File: src/rtl/serial_subtractor_if.sv
// Start/operand/result bundle for the bit-serial subtractor.
// The requester side is master; the subtractor side is slave.
interface serial_subtractor_if #(
    parameter int WIDTH = 8
);
    logic             start;
    logic [WIDTH-1:0] a;
    logic [WIDTH-1:0] b;
    logic             borrowIn;
    logic             busy;
    logic             done;
    logic [WIDTH-1:0] diff;
    logic             borrowOut;
    logic             overflow;

    modport master (
        output start, a, b, borrowIn,
        input  busy, done, diff, borrowOut, overflow
    );

    modport slave (
        input  start, a, b, borrowIn,
        output busy, done, diff, borrowOut, overflow
    );
endinterface

File: src/rtl/serial_subtractor.sv
// Bit-serial LSB-first subtractor: one full-subtractor cell, a registered borrow,
// WIDTH+1 cycles from accepted start to a one-cycle done pulse.
module serial_subtractor #(
    parameter int WIDTH = 8
) (
    input  logic                clk,
    input  logic                rstN,
    serial_subtractor_if.slave  bus
);
    localparam int CNT_W = (WIDTH > 2) ? $clog2(WIDTH) : 1;
    localparam logic [CNT_W-1:0] LAST_BIT   = CNT_W'(WIDTH - 1);
    localparam logic [CNT_W-1:0] PENULT_BIT = CNT_W'(WIDTH - 2);

    typedef enum logic [1:0] {IDLE, RUN, DONE} state_t;

    state_t           state;
    logic [CNT_W-1:0] bit_cnt;
    logic [WIDTH-1:0] a_sr;
    logic [WIDTH-1:0] b_sr;
    logic [WIDTH-1:0] result;
    logic             br;
    logic             msb_borrow_in;

    logic             ai;
    logic             bi;
    logic             d;
    logic             bo;
    logic [WIDTH-1:0] next_result;

    // NOTE: always_comb assigns every output on every pass, so no latch is inferred.
    always_comb begin
        ai          = a_sr[0];
        bi          = b_sr[0];
        d           = ai ^ bi ^ br;
        bo          = (~ai & bi) | (~(ai ^ bi) & br);
        next_result = {d, result[WIDTH-1:1]};
    end

    // NOTE: sequential state uses non-blocking assignments only; the operand
    // shift registers are ordinary flops and are cleared by reset with the rest.
    always_ff @(posedge clk or negedge rstN) begin
        if (!rstN) begin
            state         <= IDLE;
            bit_cnt       <= '0;
            a_sr          <= '0;
            b_sr          <= '0;
            result        <= '0;
            br            <= 1'b0;
            msb_borrow_in <= 1'b0;
            bus.busy      <= 1'b0;
            bus.done      <= 1'b0;
            bus.diff      <= '0;
            bus.borrowOut <= 1'b0;
            bus.overflow  <= 1'b0;
        end else begin
            case (state)
                IDLE, DONE: begin
                    bus.done <= 1'b0;
                    if (bus.start) begin
                        a_sr     <= bus.a;
                        b_sr     <= bus.b;
                        br       <= bus.borrowIn;
                        bit_cnt  <= '0;
                        bus.busy <= 1'b1;
                        state    <= RUN;
                    end else begin
                        state <= IDLE;
                    end
                end
                RUN: begin
                    result <= next_result;
                    br     <= bo;
                    a_sr   <= a_sr >> 1;
                    b_sr   <= b_sr >> 1;
                    if (bit_cnt == PENULT_BIT) begin
                        msb_borrow_in <= bo;
                    end
                    // Results are published only here, so the outputs never show a partial word.
                    if (bit_cnt == LAST_BIT) begin
                        bus.diff      <= next_result;
                        bus.borrowOut <= bo;
                        bus.overflow  <= msb_borrow_in ^ bo;
                        bus.busy      <= 1'b0;
                        bus.done      <= 1'b1;
                        state         <= DONE;
                    end else begin
                        bit_cnt <= bit_cnt + 1'b1;
                    end
                end
                default: state <= IDLE;
            endcase
        end
    end
endmodule

File: src/flat_wrapper.sv
// flat-port wrapper written by rule: the top's interface ports become plain ports
module serial_subtractor_flat 
#(
    parameter int WIDTH = 8
)
  (clk, rstN, bus_start, bus_a, bus_b, bus_borrowIn, bus_busy, bus_done, bus_diff, bus_borrowOut, bus_overflow);
  serial_subtractor_if #(.WIDTH(WIDTH)) bus_i ();
  input  logic clk;
  input  logic rstN;
  input wire logic [$bits(bus_i.start)-1:0] bus_start;
  input wire logic [$bits(bus_i.a)-1:0] bus_a;
  input wire logic [$bits(bus_i.b)-1:0] bus_b;
  input wire logic [$bits(bus_i.borrowIn)-1:0] bus_borrowIn;
  output wire logic [$bits(bus_i.busy)-1:0] bus_busy;
  output wire logic [$bits(bus_i.done)-1:0] bus_done;
  output wire logic [$bits(bus_i.diff)-1:0] bus_diff;
  output wire logic [$bits(bus_i.borrowOut)-1:0] bus_borrowOut;
  output wire logic [$bits(bus_i.overflow)-1:0] bus_overflow;
  assign bus_i.start = bus_start;
  assign bus_i.a = bus_a;
  assign bus_i.b = bus_b;
  assign bus_i.borrowIn = bus_borrowIn;
  assign bus_busy = bus_i.busy;
  assign bus_done = bus_i.done;
  assign bus_diff = bus_i.diff;
  assign bus_borrowOut = bus_i.borrowOut;
  assign bus_overflow = bus_i.overflow;
  serial_subtractor #(.WIDTH(WIDTH)) u_core (.clk(clk), .rstN(rstN), .bus(bus_i));
endmodule
File: config.mk
export PLATFORM = sky130hd
export DESIGN_NAME = serial_subtractor_flat
export DESIGN_NICKNAME = d
export VERILOG_FILES = /design/src/rtl/serial_subtractor_if.sv /design/src/rtl/serial_subtractor.sv /design/src/flat_wrapper.sv
export SDC_FILE = /design/constraint.sdc
export NUM_CORES = 1
export LEC_CHECK = 0
export CAP_MARGIN = 20
export CORE_AREA = 2 2 69 71
export CTS_BUF_LIST = sky130_fd_sc_hd__clkbuf_16
export DETAILED_ROUTE_END_ITERATION = 8
export DIE_AREA = 0 0 71 73
export PLACE_DENSITY = 0.78
export SLEW_MARGIN = 15
export SYNTH_ARGS = -nofsm -noshare
export SYNTH_HDL_FRONTEND = slang
export SYNTH_SLANG_ARGS = --single-unit
File: constraint.sdc
create_clock -name clk -period 1.6 [get_ports clk]
set_clock_uncertainty 0.2 [all_clocks]
set_input_delay 0.24 -clock clk [delete_from_list [all_inputs] [get_ports clk]]
set_output_delay 0.24 -clock clk [all_outputs]
set_load 0.02 [all_outputs]
==> impl_metrics.ini, run 1 <==
[timing]
tightest_slew_ns = 0.396
finalSetupViolations = 0
fmax_mhz = 629
rsz0062_at_grt = true
slew-limit-headroom_pct = 73.6
min_period_ns = 1.59
hold_viol = 0
finalCritPeriodShare_pct = 99.4
tns_ns = 0
slew_violations = 0

[cells_and_area]
areaGrowthSynthToFinish_pct = 30.4
instances_no_fill = 266
diodes = 0
design_area_sq_mm = 0.00267
fillers = 367
fin_util_pct = 58.8
fin_nets = 235
drive_gt1_share_pct = 20.8

[global_route]
gr-usage-met3_pct = 4.97
use_met1_pct = 20.8
track_usage_pct = 15.8
grt_max_degree = 43
gr-total-overflow = 0
grt_pass1_wl_microns = 6290
grt_use_met2_pct = 24.9
globalRoute.busiestLayer = met2
first_global_vias = 1350
grt_antenna_before_repair = 0

[clock_tree]
clk_pin_slew_ns = 0.06
htreeDepth = 2
clock_path_buffers = 2
cts.sinks = 42
cts_root_buffer = clkbuf_16
cts_made_buffers = 5
cts_tree = yes
insertion_delay_ns = 0.28

[synthesis]
async_flop_share_pct = 100
ys_seq_area_share_pct = 51.4
yosys-top-cells-count = dfrtp_1, mux2i_1, nor2b_1
ys_ff_latch = 42
synth.top_cell.area_share_pct = 51.4
avgSynthCellArea_sq_um = 12.0
synth_most_common_cell = dfrtp_1
synth_cells = 170
synthFlopType = dfrtp_1
yosysUniqueCellTypes = 29
synth_edf_count = 0
synth_area_sq_mm = 0.00204
synth_top_area_cell = dfrtp_1
yosys_warnings = 0
syn_nets = 194
synthTopCellsByArea = dfrtp_1, mux2i_1, mux2_2

[setup_path]
crit_path_max_fanout = 6
worstPathRequired_ns = 1.57
cp-end-kind = flop
startpoint_type = flop
cp.arrival_ns = 1.56
crit_type = reg2reg

[floorplanning]
die_h_microns = 73
std_cell_rows = 25
initial_core_util_pct = 45.0
core_area_sq_mm = 0.00454
fp.dieW_microns = 71
die_area_sq_mm = 0.00518
io_pins = 32

[placed_design]
dp_hpwl_microns = 2370
place_area_sq_mm = 0.00245
io_buffers = 31
dp.cells = 253
gp_congestion = 0.677

[pwr]
leakagePower_nw = 1.16
finalPower_mw = 5.11
peakVddDrop_mv = 0.699
p_per_area_mw_per_mm2 = 1920

[route]
drcViolationCount = 0
drtIter0Drc = 53
post_drt_via_cell_ratio = 5.24
finalWirelength_microns = 3660
wire_per_inst_microns = 13.8
vias = 1395
drtPass1Iterations = 4
ant_nets = 0

[job]
max_cap_violations = 0

[worst_hold_path]
hold_path_class = in2async

[outcome]
status = complete, no violations
==> power breakdown <==
| part | internal, mW | switching [mW] | total, mW |
|---|---|---|---|
| registers | 1.57 | 0.340 | 1.91 |
| clock network | 0.735 | 0.414 | 1.15 |
| logic | 1.13 | 0.925 | 2.06 |
| total | 3.43 | 1.68 | 5.11 |
==> cells by family after synthesis <==
logic type | share of synthesized area [%]
buf+inv | 4.96
mux | 18.1
flops | 51.4
fa+ha+maj | 2.82
compound gates | 13.6
xor+xnor | 0.857
simple gates | 8.21
==> final timing paths <==
path | to | start | slack, ns | cells past startpoint
max in group asynchronous | u_core.state[1]$_DFFE_PN0P_ | rstN | 0.74 | 3
max | u_core.bus.diff[1]$_DFFE_PN0P_ | u_core.bit_cnt[1]$_DFFE_PN0P_ | 0.01 | 4
max reg2reg | u_core.bus.diff[1]$_DFFE_PN0P_ | u_core.bit_cnt[1]$_DFFE_PN0P_ | 0.01 | 4
min reg2reg | u_core.bus.overflow$_DFFE_PN0P_ | u_core.bus.overflow$_DFFE_PN0P_ | 0.29 | 2
min in group clk | u_core.bus.overflow$_DFFE_PN0P_ | u_core.bus.overflow$_DFFE_PN0P_ | 0.29 | 2
min | u_core.result[1]$_DFFE_PN0N_ | rstN | 0.26 | 3
==> layout by cell type (no fill, tap or decap), drive strengths merged, types with 7 or more instances in the layout <==
cell type       n
clkdlybuf4s50  18
mux2i          16
dlygate4sd2    12
a211oi         15
a21oi          15
dfrtp          42
mux2           17
o21ai           7
nor2b          16
buf            14
==> state kept, by name, summed over array words and instances, names as in the netlist <==
| signal | count |
|---|---|
| u_core.a_sr | 8 |
| u_core.b_sr | 8 |
| u_core.bus.diff | 8 |
| u_core.result | 7 |
| u_core.bit_cnt | 3 |
| u_core.state | 2 |
| u_core.br | 1 |
| u_core.bus.borrowOut | 1 |
| u_core.bus.busy | 1 |
| u_core.bus.done | 1 |
| u_core.bus.overflow | 1 |
| u_core.msb_borrow_in | 1 |
==> stage by stage <==
stage	worst slack, ns	hold WS (ns)
final	0.00953	0.264
after global placement	-0.00431	0.0295
after global routing	-0.0338	0.283
after detailed placement	-0.0254	0.0294
after CTS	0.000466	0.268
after floorplan	0.0125	-0.256
==> layout make-up <==
cell class	count	area [sq um]	area share, %
sequential	42	1050	39.4
multi-input combinational	112	935	35.1
timing repair buffer	45	423	15.9
clock buffer	5	125	4.69
tap	54	67.6	2.54
clock inverter	3	45.0	1.69
inverter	5	18.8	0.704
==> critical path, stage by stage, from the launching register on <==
cell	delay (ns)
dfrtp_1	0.38
ha_2	0.20
ha_4	0.20
nand3b_4	0.15
mux2_2	0.34
==> metal layers <==
| metal | vias to the layer above | wire [microns] |
|---|---|---|
| met5 | - | 0 |
| met4 | 0 | 53 |
| met3 | 7 | 152 |
| met2 | 31 | 1750 |
| met1 | 668 | 1700 |
| li1 | 689 | - |
==> repair_timing <==
action                     CTS  global route
buffers inserted             1             2
pin swaps                    0             1
hold endpoints to repair    42             0
resized for setup           12             4
setup endpoints to repair   15            14
gates cloned                 1             0
hold buffers                 1             0
(Power assumes the default switching activity.)
==> run 2, diff against run 1 <==
CTS_CLUSTER_DIAMETER = 150   (was unset)
==> results of run 2 <==
No change in the layout: final DEF, timing and power equal those of run 1.
==> RTL edit, RTL diff (config.mk and constraints of run 1) <==
`WIDTH` is set to 8 in 3 places; all go to 4.
--- a/src/rtl/serial_subtractor_if.sv
+++ b/src/rtl/serial_subtractor_if.sv
@@ -1,7 +1,7 @@
 // Start/operand/result bundle for the bit-serial subtractor.
 // The requester side is master; the subtractor side is slave.
 interface serial_subtractor_if #(
-    parameter int WIDTH = 8
+    parameter int WIDTH = 4
 );
     logic             start;
     logic [WIDTH-1:0] a;
--- a/src/rtl/serial_subtractor.sv
+++ b/src/rtl/serial_subtractor.sv
@@ -1,7 +1,7 @@
 // Bit-serial LSB-first subtractor: one full-subtractor cell, a registered borrow,
 // WIDTH+1 cycles from accepted start to a one-cycle done pulse.
 module serial_subtractor #(
-    parameter int WIDTH = 8
+    parameter int WIDTH = 4
 ) (
     input  logic                clk,
     input  logic                rstN,
--- a/src/flat_wrapper.sv
+++ b/src/flat_wrapper.sv
@@ -1,7 +1,7 @@
 // flat-port wrapper written by rule: the top's interface ports become plain ports
 module serial_subtractor_flat 
 #(
-    parameter int WIDTH = 8
+    parameter int WIDTH = 4
 )
   (clk, rstN, bus_start, bus_a, bus_b, bus_borrowIn, bus_busy, bus_done, bus_diff, bus_borrowOut, bus_overflow);
   serial_subtractor_if #(.WIDTH(WIDTH)) bus_i ();
Interface: changed (resized bus_a, bus_b and bus_diff); port bits go from 32 to 20. No check against the original RTL was run, so the function may have changed too.
==> RTL edit against run 1 <==
- worst setup slack improved by 0.075 ns
- count of clock-buffer cells in the layout decreased by 2
- cell area down 42%
- power shrank 41%
- sequential cell count down 17
- wire length is 43% lower
- synthesized area shrank 41%
- critical endpoint is now u_core.br
- largest cell class unchanged
==> RTL edit: results (changes against run 1) <==
drtIter0Drc: 22  # -58%
synthTopCellsByArea: "dfrtp_1 52%, mux2i_1 5.0%, mux2_4 5.0%"
inverters: 7  # +2
r2r-end: "u_core.br"
max_slew_margin_pct: 77.3  # +3.7 points
grt_pass1_vias: 818  # -39%
clkCellAreaFrac_pct: 5.15  # -1.2 points
cpMaxStageDelayCell: "fa_2"
wl_met2_um: 947  # -46%
clock_power_share_pct: 18.3  # -4.2 points
insertion_delay_ns: 0.26  # -0.02 ns
routabilityCongestion: 0.701  # +3.5%
finish.utilization_pct: 34.3  # -24 points
viasPerCell: 4.57  # -13%
outcome: "completed"
yosysSeqAreaShare_pct: 52.0  # +0.54 points
met2_usage_pct: 14.5  # -10 points
fillers: 444  # +21%
io_buffers: 19  # -39%
nMultiInputCombCells: 64  # -43%
slowest_delay_ns: 0.42  # +0.04 ns
buf_share_pct: 15.4  # -0.42 points
dpl_worst_slack_ns: -0.0990  # -0.0737 ns
clock_buffers: 3  # -2
grt_use_met1_pct: 11.8  # -9.0 points
## RTL edit: cell types whose count changed in the layout (fill, tap and decap cells not counted), moves of 3 or more
cell	change
a211oi_1	-10
a21oi_1	-8
and2b_1	+4
buf_4	-3
clkdlybuf4s50_1	-7
dfrtp_1	-17
dlygate4sd2_1	-4
mux2_2	-6
mux2i_1	-10
nor2b_1	-14
o22ai_1	+3
## RTL edit: logic make-up (layout without fill, tap and decap cells)
group	Yosys count	count (layout)	share of synthesized area, %
AOI/OAI and AO/OA	28	28	14.2
DFF	25	25	52.0
and+or+nand+nor	18	18	10.2
muxes	14	14	13.7
buffers and inverters	12	38	5.41
adders and majority gates	3	3	3.74
xor gates and xnor gates	1	1	0.728
## RTL edit: worst max-delay path by stage
stage | end | slack [ns]
after global routing | u_core.br | 0.02
after CTS | u_core.br | 0.06
after detailed placement | u_core.a_sr[1] | -0.1
final | u_core.br | 0.08
after global placement | u_core.b_sr[1] | -0.05
after floorplan | u_core.br | 0.08
